### src/rtl/pzbcm_credit_dispatcher.sv
// pzbcm_credit_dispatcher
// Credit-based round-robin dispatcher. One valid/ready input stream is routed,
// beat by beat, to one of ENTRIES destinations that are enabled and have at
// least one credit. The per-destination outputs are registered, with one cycle
// of latency and no backpressure. Consumers send credits back as they drain.
//
// Optional build macro: PZBCM_CREDIT_DISPATCHER_PACKET_LOCK_EN
//   Once a packet has started (a beat accepted with i_last=0), every later
//   beat goes to the same destination until the beat with i_last=1 arrives.
module pzbcm_credit_dispatcher #(
  parameter int WIDTH = 8,
  parameter type TYPE = logic [WIDTH-1:0],
  parameter int ENTRIES = 4,
  parameter int CREDITS = 2,
  parameter TYPE DEFAULT = TYPE'(0),
  localparam int CREDIT_WIDTH = $clog2(CREDITS + 1),
  localparam int INDEX_WIDTH = $clog2(ENTRIES)
)(
  input  logic                   i_clk,
  input  logic                   i_rst_n,
  input  logic [ENTRIES-1:0]     i_enable,
  input  logic                   i_valid,
  output logic                   o_ready,
  input  TYPE                    i_data,
  input  logic                   i_last,
  output logic [ENTRIES-1:0]     o_valid,
  output TYPE                    o_data [ENTRIES],
  output logic [INDEX_WIDTH-1:0] o_grant_index,
  input  logic [ENTRIES-1:0]     i_credit_return,
  output logic                   o_credit_error
);

  localparam int SUM_WIDTH = INDEX_WIDTH + 1;
  localparam logic [CREDIT_WIDTH-1:0] CREDIT_FULL = CREDIT_WIDTH'(CREDITS);
  localparam logic [INDEX_WIDTH-1:0]  LAST_INDEX  = INDEX_WIDTH'(ENTRIES - 1);
  localparam logic [ENTRIES-1:0]      ONE_HOT_0   = {{(ENTRIES-1){1'b0}}, 1'b1};

  logic [CREDIT_WIDTH-1:0] credit_reg [ENTRIES];
  logic [INDEX_WIDTH-1:0]  ptr_reg;
  logic [INDEX_WIDTH-1:0]  ptr_next;
  logic [ENTRIES-1:0]      has_credit;
  logic [ENTRIES-1:0]      credit_full;
  logic [ENTRIES-1:0]      eligible;
  logic [ENTRIES-1:0]      dispatch;
  logic [ENTRIES-1:0]      overflow;
  logic [INDEX_WIDTH-1:0]  grant;
  logic                    transfer;

  logic [ENTRIES-1:0]      valid_reg;
  TYPE                     data_reg [ENTRIES];
  logic [INDEX_WIDTH-1:0]  grant_index_reg;
  logic                    credit_error_reg;

  // Per-destination status and the one-hot dispatch decision for this cycle.
  for (genvar gi = 0; gi < ENTRIES; gi++) begin : g_entry
    assign has_credit[gi]  = (credit_reg[gi] != '0);
    assign credit_full[gi] = (credit_reg[gi] == CREDIT_FULL);
    assign dispatch[gi]    = transfer && (grant == INDEX_WIDTH'(gi));
    // A return that finds the counter already full, with nothing leaving, is lost.
    assign overflow[gi]    = i_credit_return[gi] && !dispatch[gi] && credit_full[gi];
    assign o_data[gi]      = data_reg[gi];
  end

`ifdef PZBCM_CREDIT_DISPATCHER_PACKET_LOCK_EN
  logic                   lock_reg;
  logic [INDEX_WIDTH-1:0] lock_index_reg;

  // Eligibility: a locked packet may only continue to its own destination,
  // regardless of that destination's enable bit.
  always_comb begin
    eligible = i_enable & has_credit;
    if (lock_reg) begin
      eligible = has_credit & (ONE_HOT_0 << lock_index_reg);
    end
  end

  // Lock state: a non-final beat pins the destination, the final beat releases it.
  always_ff @(posedge i_clk) begin
    if (!i_rst_n) begin
      lock_reg       <= 1'b0;
      lock_index_reg <= '0;
    end else if (transfer) begin
      lock_reg       <= !i_last;
      lock_index_reg <= grant;
    end
  end
`else
  // Eligibility: enabled destinations that still hold a credit.
  always_comb begin
    eligible = i_enable & has_credit;
  end
`endif

  // Round-robin grant: the first eligible index at or above the pointer, wrapping.
  always_comb begin
    logic [SUM_WIDTH-1:0]   sum;
    logic [INDEX_WIDTH-1:0] cand;
    logic                   found;
    sum   = '0;
    cand  = '0;
    found = 1'b0;
    grant = '0;
    for (int k = 0; k < ENTRIES; k++) begin
      sum = {1'b0, ptr_reg} + SUM_WIDTH'(k);
      if (sum >= SUM_WIDTH'(ENTRIES)) begin
        sum = sum - SUM_WIDTH'(ENTRIES);
      end
      cand = sum[INDEX_WIDTH-1:0];
      if (!found && eligible[cand]) begin
        grant = cand;
        found = 1'b1;
      end
    end
  end

  // Ready depends only on registered state and i_enable, never on i_valid.
  assign o_ready  = |eligible;
  assign transfer = i_valid && o_ready;
  assign ptr_next = (grant == LAST_INDEX) ? '0 : grant + 1'b1;

  // Round-robin pointer moves past the winner on every accepted beat.
  always_ff @(posedge i_clk) begin
    if (!i_rst_n) begin
      ptr_reg <= '0;
    end else if (transfer) begin
      ptr_reg <= ptr_next;
    end
  end

  // Credit counters: -1 on dispatch, +1 on return, saturating at the full value.
  always_ff @(posedge i_clk) begin
    if (!i_rst_n) begin
      for (int i = 0; i < ENTRIES; i++) begin
        credit_reg[i] <= CREDIT_FULL;
      end
    end else begin
      for (int i = 0; i < ENTRIES; i++) begin
        if (dispatch[i] && !i_credit_return[i]) begin
          credit_reg[i] <= credit_reg[i] - 1'b1;
        end else if (!dispatch[i] && i_credit_return[i] && !credit_full[i]) begin
          credit_reg[i] <= credit_reg[i] + 1'b1;
        end
      end
    end
  end

  // Registered demux outputs: a single-cycle beat on the granted destination.
  always_ff @(posedge i_clk) begin
    if (!i_rst_n) begin
      valid_reg       <= '0;
      grant_index_reg <= '0;
      for (int i = 0; i < ENTRIES; i++) begin
        data_reg[i] <= DEFAULT;
      end
    end else begin
      valid_reg       <= dispatch;
      grant_index_reg <= transfer ? grant : '0;
      for (int i = 0; i < ENTRIES; i++) begin
        data_reg[i] <= dispatch[i] ? i_data : DEFAULT;
      end
    end
  end

  // Sticky credit overflow flag, cleared only by reset.
  always_ff @(posedge i_clk) begin
    if (!i_rst_n) begin
      credit_error_reg <= 1'b0;
    end else if (|overflow) begin
      credit_error_reg <= 1'b1;
    end
  end

  assign o_valid        = valid_reg;
  assign o_grant_index  = grant_index_reg;
  assign o_credit_error = credit_error_reg;

endmodule

### config.mk
export PLATFORM = sky130hd
export DESIGN_NAME = pzbcm_credit_dispatcher
export DESIGN_NICKNAME = d
export VERILOG_FILES = /design/src/rtl/pzbcm_credit_dispatcher.sv
export SDC_FILE = /design/constraint.sdc
export NUM_CORES = 1
export LEC_CHECK = 0
export ABC_CLOCK_PERIOD_IN_PS = 3200
export CAP_MARGIN = 20
export CELL_PAD_IN_SITES_DETAIL_PLACEMENT = 0
export CELL_PAD_IN_SITES_GLOBAL_PLACEMENT = 2
export CORE_UTILIZATION = 28
export DETAILED_ROUTE_END_ITERATION = 6
export GPL_ROUTABILITY_DRIVEN = 1
export GPL_TIMING_DRIVEN = 0
export PLACE_DENSITY_LB_ADDON = 0.08
export SYNTH_ARGS = -nofsm -noshare
export SYNTH_HDL_FRONTEND = slang
export SYNTH_SLANG_ARGS = --single-unit
### constraint.sdc
create_clock -name i_clk -period 3.2 [get_ports i_clk]
set_input_delay 0.32 -clock i_clk [delete_from_list [all_inputs] [get_ports i_clk]]
set_output_delay 0.32 -clock i_clk [all_outputs]
set_load 0.02 [all_outputs]
==> flow_metrics.tcl, run 1 <==
set metrics [dict create \
    synthTopCellsByCount "41 x dfxtp_1, 25 x and2_1, 11 x nand2_1" \
    ant_nets 0 \
    drv_slew 0 \
    drt_pass1_iterations 6 \
    postCtsResizedCells 0 \
    grtUsageTotal 0.137 \
    fin_hold_ws_ns 0.502 \
    fillers 619 \
    layout.nets 267 \
    place_congestion 0.716 \
    synth_compound_area_frac 0.131 \
    yosys-top-cells-area "dfxtp_1 44%, edfxtp_1 13%, and2_1 8.3%" \
    hold_depth 2 \
    fin_tns_setup_ns 0 \
    relSlewSlack 0.502 \
    drtIter0Drc 71 \
    setup_viol 0 \
    synth_most_common_cell "dfxtp_1" \
    syn_to_final_growth_pct 41.5 \
    violations "DRC" \
    antenna_found_initial 0 \
    clk_pin_slew_worst_paths_ns 0.09 \
    hpwl_um 3360 \
    numCtsBuffers 5 \
    hp-class "flip-flop to flip-flop" \
    cts_hold_buf 0 \
    end_kind "flip-flop" \
    synth_mux_area_frac 0.0220 \
    maxCapViolCount 0 \
    min_to "ptr_reg[1]" \
    clock-sinks 49 \
    setup.worst_path.start_class "flip-flop" \
    vdd_drop_max_mv 0.236 \
    synthXorXnorAreaFrac 0.0140 \
    start_util 0.292 \
    p_leak_uw 0.00102 \
    reg2regPathDepth 10 \
    io_buffers 58 \
    overflow 0 \
    insertion_delay_ns 0.31 \
    synth_top_family_by_area "simple AND/OR/NAND/NOR gates" \
    r2r-end "credit_reg[1][1]" \
    hold_start "ptr_reg[1]" \
    r2r_start "credit_reg[3][0]" \
    io-pin-count 60 \
    fin_util 0.413 \
    antenna_cells 0 \
    grt_pass1_wl_um 7290 \
    status "complete, but fails checks" \
    yosysUniqueCellTypes 31 \
    synth-async-reset-ratio 0 \
    arrival_ns 2.91 \
    synth_ff_type "dfxtp_1" \
    avgSynthCellArea_sq_um 10.7 \
    htreeDepth 2 \
    fin_ws_ns 0.329 \
    synth_top_area_frac 0.437 \
    rsz0062_at_grt "false" \
    path_max_fanout 5 \
    cts_max_path_buffers 2 \
    timing.fmax_mhz 348 \
    ys_ff_latch 49 \
    wl_um 4500 \
    period_minus_slack_ns 2.87 \
    pre_cts_ws_ns 0.0496 \
    drc 6 \
    dieArea_sq_um 7030 \
    yosys_warnings 0 \
    r2r_setup_slack_ns 0.33 \
    hold_viol_final 0 \
    ys_seq_area_frac 0.565 \
    largest_reg_flops 32 \
    fin_skew_ns 0.00372 \
    cts_tree "built" \
    power_density_nw_per_um2 485 \
    worstMarginPinSlew_ns 0.745 \
    vias 1461 \
    post-route-period-util 0.897 \
    drt-wirelength-per-cell_um 14.1 \
    required_ns 3.24 \
    rows 29 \
    die_y_um 83.9 \
    synth-simple-area-share 0.206 \
    path_class "flip-flop to flip-flop" \
    die-width_um 83.9 \
    via_per_inst 4.58 \
    clockRootBuffer "clkbuf_8" \
    drive_gt1_frac 0.103 \
    grt_pass1_vias 1437 \
    synth_top_area_cell "dfxtp_1" \
    synth_fa_ha_area_frac 0.0400 \
    synth_fp_nets 201 \
    cts_setup_buffers 0 \
    synth_cells 175 \
    synth_area_sq_um 1880 \
    core_area_sq_um 6420 \
    grt_max_degree 18 \
    synth_edf_count 8 \
]
## layout make-up
| cell class | count | area, sq um | area share |
|---|---|---|---|
| Clock buffer | 5 | 68.8 | 0.0259 |
| Sequential cell | 49 | 1060 | 0.400 |
| Inverter | 10 | 37.5 | 0.0141 |
| Clock inverter | 3 | 25.0 | 0.00943 |
| Timing Repair Buffer | 59 | 588 | 0.221 |
| Multi-Input combinational cell | 115 | 774 | 0.292 |
| Tap cell | 77 | 96.3 | 0.0363 |
| Buffer | 1 | 3.75 | 0.00141 |
## layer usage
metal  wire (um)  track usage  vias up
met5           0            0        -
met4          69       0.0517        0
met3         275       0.0396        8
met2        2130        0.227       52
met1        2030        0.168      680
li1            -            -      721
## how the worst max path moves through the flow
stage                                 from               end  slack, ns  depth (start not counted)
after floorplan           credit_reg[3][0]  credit_reg[1][0]       0.74                          9
after global placement         i_enable[3]    data_reg[2][3]       0.13                          8
after detailed placement       i_enable[1]    data_reg[2][1]       0.05                         10
after CTS                 credit_reg[1][0]    data_reg[2][1]       0.06                          9
after global routing      credit_reg[3][0]  credit_reg[1][1]       0.01                         10
final                     credit_reg[3][0]  credit_reg[1][1]       0.33                         10
## where the power goes
part	total [uW]	switching (uW)	internal [uW]
logic	232	127	105
clock network	378	220	158
registers	678	19.1	659
## cell families (layout without fill, tap and decap cells)
logic type               count (synthesis)  in the layout
XOR/XNOR                                 3              3
adder cells (fa/ha/maj)                  6              6
flip-flops                              49             49
AO/OA/AOI/OAI                           33             33
multiplexers                             4              4
AND/OR/NAND/NOR                         69             69
buffers and inverters                   11             78
## layout by cell type, fill, tap and decap left out
master            n
mux2i_1           3
o21a_1            5
xnor2_1           1
ha_1              6
o211ai_1          4
dfxtp_1          41
and2_1           25
nor2b_1           3
a211oi_1          1
a21oi_1           6
nand2b_1          1
or3_1             1
mux2_2            1
a31oi_1           3
clkbuf_4          1
and2_2            7
or4_1             1
edfxtp_1          8
clkinvlp_4        1
nand2_1          11
and2b_1           1
or3_2             2
clkbuf_1          1
nor2_1            9
clkbuf_8          5
o41ai_4           1
and3_1            1
inv_1            10
o21a_4            1
o41a_2            1
xor2_1            2
o21ai_0           8
clkinv_4          1
clkdlybuf4s50_1  58
o21ai_2           3
inv_6             1
nor3_1            7
## critical path: stages (launching register included)
cell      delay, ns
edfxtp_1       0.36
inv_1          0.06
ha_1           0.22
nor2b_1        0.35
nor2_1         0.11
a211oi_1       0.49
ha_1           0.26
inv_1          0.08
or3_1          0.42
mux2i_1        0.18
nand2_1        0.08
## metrics by stage
step           std cells  instance area (sq um)  total power (uW)
3_5_place_dp         310                   2550               926
5_1_grt              319                   2660              1350
6_report             319                   2660              1290
2_1_floorplan        175                   1880               824
3_3_place_gp         310                   2550               918
4_1_cts              318                   2650              1310
Power figures use the tool's default switching activity.
==> run 2: changes to the inputs <==
--- a/config.mk
+++ b/config.mk
@@ -5,11 +5,12 @@
 export SDC_FILE = /design/constraint.sdc
 export NUM_CORES = 1
 export LEC_CHECK = 0
+export ABC_AREA = 1
 export ABC_CLOCK_PERIOD_IN_PS = 3200
 export CAP_MARGIN = 20
 export CELL_PAD_IN_SITES_DETAIL_PLACEMENT = 0
 export CELL_PAD_IN_SITES_GLOBAL_PLACEMENT = 2
-export CORE_UTILIZATION = 28
+export CORE_UTILIZATION = 27
 export DETAILED_ROUTE_END_ITERATION = 6
 export GPL_ROUTABILITY_DRIVEN = 1
 export GPL_TIMING_DRIVEN = 0
==> flow_metrics.tcl, run 2 <==
set metrics [dict create \
    final_common_cell "clkdlybuf4s50_1" \
    synth_top_area_frac 0.387 \
    synthXorXnorAreaFrac 0.00767 \
    p_total_uw 1800 \
    rsz0062_at_grt "false" \
    period_minus_slack_ns 2.70 \
    die-width_um 90.6 \
    setup_viol 0 \
    fin_skew_ns 0.00389 \
    synth_most_common_cell "nor2_1" \
    synth_fa_ha_area_frac 0.0354 \
    grtUsageTotal 0.128 \
    wl_um 4900 \
    synth-async-reset-ratio 0 \
    startpoint "credit_reg[3][0]" \
    ant_nets 0 \
    postCtsResizedCells 0 \
    max_stage_delay_ns 0.36 \
    start_util 0.286 \
    synth-simple-area-share 0.318 \
    clockRootBuffer "clkbuf_8" \
    synth_compound_area_frac 0.0667 \
    io_buffers 58 \
    setup.worst_path.start_class "flip-flop" \
    drt-wirelength-per-cell_um 12.0 \
    rows 31 \
    comb_power_share 0.364 \
    grt_pass1_wl_um 8140 \
    drt_pass1_iterations 4 \
    vias 1720 \
    grt_pass1_vias 1640 \
    insertion_delay_ns 0.30 \
    fillers 768 \
    drv_slew 0 \
    maxCapViolCount 0 \
    synthTopCellsByCount "45 x nor2_1, 41 x dfxtp_1, 30 x nand3_1" \
    critPathCapture "credit_reg[2][1]" \
    status "completed" \
    r2r_start "credit_reg[3][0]" \
    synth_edf_count 8 \
    drc 0 \
    core_area_sq_um 7410 \
    die_y_um 90.6 \
    clock-sinks 49 \
    cts_tree "built" \
    reg2regPathDepth 18 \
    fin_tns_setup_ns 0 \
    clk_pin_slew_worst_paths_ns 0.09 \
    crit_path_frequent_cell "nand2_1" \
    largest_reg_flops 32 \
    syn_to_final_growth_pct 38.3 \
    antenna_found_initial 0 \
    worstPathCellList "inv_1 > ha_1 > nor2_2 > nand2_1 > nand3_1 > nand2_2 > nand2_1 > nand2_1 > nand3_1 > nand2_2 > inv_2 > ha_1 > nand3_4 > nor2_4 > inv_2 > o21ai_2 > inv_2 > nand2_1" \
    layout.nets 335 \
    synth_fp_nets 270 \
    place_congestion 0.723 \
    post-route-period-util 0.844 \
    ys_ff_latch 49 \
    synth_mux_area_frac 0 \
    cts_setup_buffers 0 \
    r2r_setup_slack_ns 0.50 \
    worstMarginPinSlew_ns 0.514 \
    overflow 0 \
    timing.fmax_mhz 370 \
    yosys-top-cells-area "dfxtp_1 39%, edfxtp_1 11%, nor2_1 8.0%" \
    p_seq_frac 0.406 \
    vdd_drop_max_mv 0.173 \
    drive_gt1_frac 0.155 \
    grt_max_degree 16 \
    dieArea_sq_um 8210 \
    cts_max_path_buffers 2 \
    relSlewSlack 0.657 \
    cp_slowest_cell "edfxtp_1" \
    hpwl_um 3750 \
    arrival_ns 2.72 \
    power_density_nw_per_um2 614 \
    hold_viol_final 0 \
    cts_hold_buf 0 \
    internal_power_uw 1150 \
    synth_ff_type "dfxtp_1" \
    antenna_cells 0 \
    final_cell_mix "58 x clkdlybuf4s50_1, 45 x nor2_1, 41 x dfxtp_1" \
    hp-class "flip-flop to flip-flop" \
    yosysUniqueCellTypes 29 \
    switching_share 0.359 \
    drtIter0Drc 52 \
    numCtsBuffers 5 \
    avgSynthCellArea_sq_um 8.69 \
    r2r-end "credit_reg[2][1]" \
    p_sw_uw 646 \
    path_class "flip-flop to flip-flop" \
    synth_top_area_cell "dfxtp_1" \
    path_max_fanout 9 \
    ys_seq_area_frac 0.501 \
    yosys_warnings 0 \
    via_per_inst 4.21 \
    synth_cells 244 \
    required_ns 3.21 \
    synth_area_sq_um 2120 \
    pwr-share-clk 0.230 \
    p_leak_uw 0.00126 \
    end_kind "flip-flop" \
    synth_top_family_by_area "simple AND/OR/NAND/NOR gates" \
    htreeDepth 2 \
    io-pin-count 60 \
]
run 2: changes by cell type after synthesis, sizes merged, moves of 6 or more:
cell and delta:
and2 -32, inv +26, nand2 +29, nand3 +34, nand4 +6, nor2 +42
nor3 -7, o21a -6
run 2: per-layer routing:
metal / global-route usage / vias up / share of wire / wire length [um]
met5: 0 / - / 0 / 0
met4: 0.0403 / 0 / 0.0069 / 34
met3: 0.0328 / 2 / 0.038 / 188
met2: 0.209 / 33 / 0.47 / 2330
met1: 0.166 / 778 / 0.48 / 2350
li1: - / 907 / - / -
run 2: how the worst min path moves through the flow:
| stage | startpoint | end | slack (ns) | depth (start not counted) |
|---|---|---|---|---|
| floorplan | i_data[0] | data_reg[0][0] | 0.48 | 2 |
| global placement | credit_reg[3][0] | credit_reg[3][0] | 0.55 | 1 |
| detailed placement | credit_reg[3][0] | credit_reg[3][0] | 0.55 | 1 |
| CTS | credit_reg[3][0] | credit_reg[3][0] | 0.57 | 1 |
| global route | credit_reg[3][0] | credit_reg[3][0] | 0.58 | 1 |
| finish | credit_reg[3][0] | credit_reg[3][0] | 0.56 | 1 |
run 2: critical path: cells and delay by family (launching register included):
family	cells	cell delay, ns
simple gates	11	1.16
fa+ha+maj	2	0.42
flops	1	0.36
buf+inv	4	0.32
compound gates	1	0.16
run 2: power groups by stage:
stage | Combinational (uW) | Sequential (uW) | Clock (uW)
3_3_place_gp | 668 | 745 | 0
4_1_cts | 668 | 732 | 433
3_5_place_dp | 665 | 746 | 0
6_report | 655 | 731 | 414
2_1_floorplan | 383 | 804 | 0
5_1_grt | 735 | 741 | 458
run 2: kinds of logic (layout without fill, tap and decap cells):
kind of cell               after synthesis  after routing
AOI/OAI and AO/OA                       19             19
xor gates and xnor gates                 1              1
adders and majority gates                6              6
buffers and inverters                   38            104
DFF                                     49             49
and+or+nand+nor                        131            131
run 2: cell type report:
cell class / count / area (sq um) / area share
Buffer: 2 / 15.0 / 0.00512
Clock buffer: 7 / 97.6 / 0.0333
Clock inverter: 1 / 8.76 / 0.00299
Inverter: 36 / 138 / 0.0470
Multi-Input combinational cell: 157 / 906 / 0.309
Sequential cell: 49 / 1060 / 0.362
Tap cell: 99 / 124 / 0.0423
Timing Repair Buffer: 58 / 581 / 0.198
run 2: through the flow:
stage | hold slack [ns] | instance area [sq um] | utilization | worst slack [ns] | instances
after floorplan | 0.483 | 2120 | - | 0.837 | 244
after global placement | 0.545 | 2820 | 0.381 | 0.251 | 401
after detailed placement | 0.550 | 2820 | 0.381 | 0.302 | 401
after CTS | 0.568 | 2930 | 0.396 | 0.447 | 409
after global routing | 0.583 | 2930 | 0.396 | 0.223 | 409
final | 0.564 | 2930 | 0.396 | 0.498 | 409
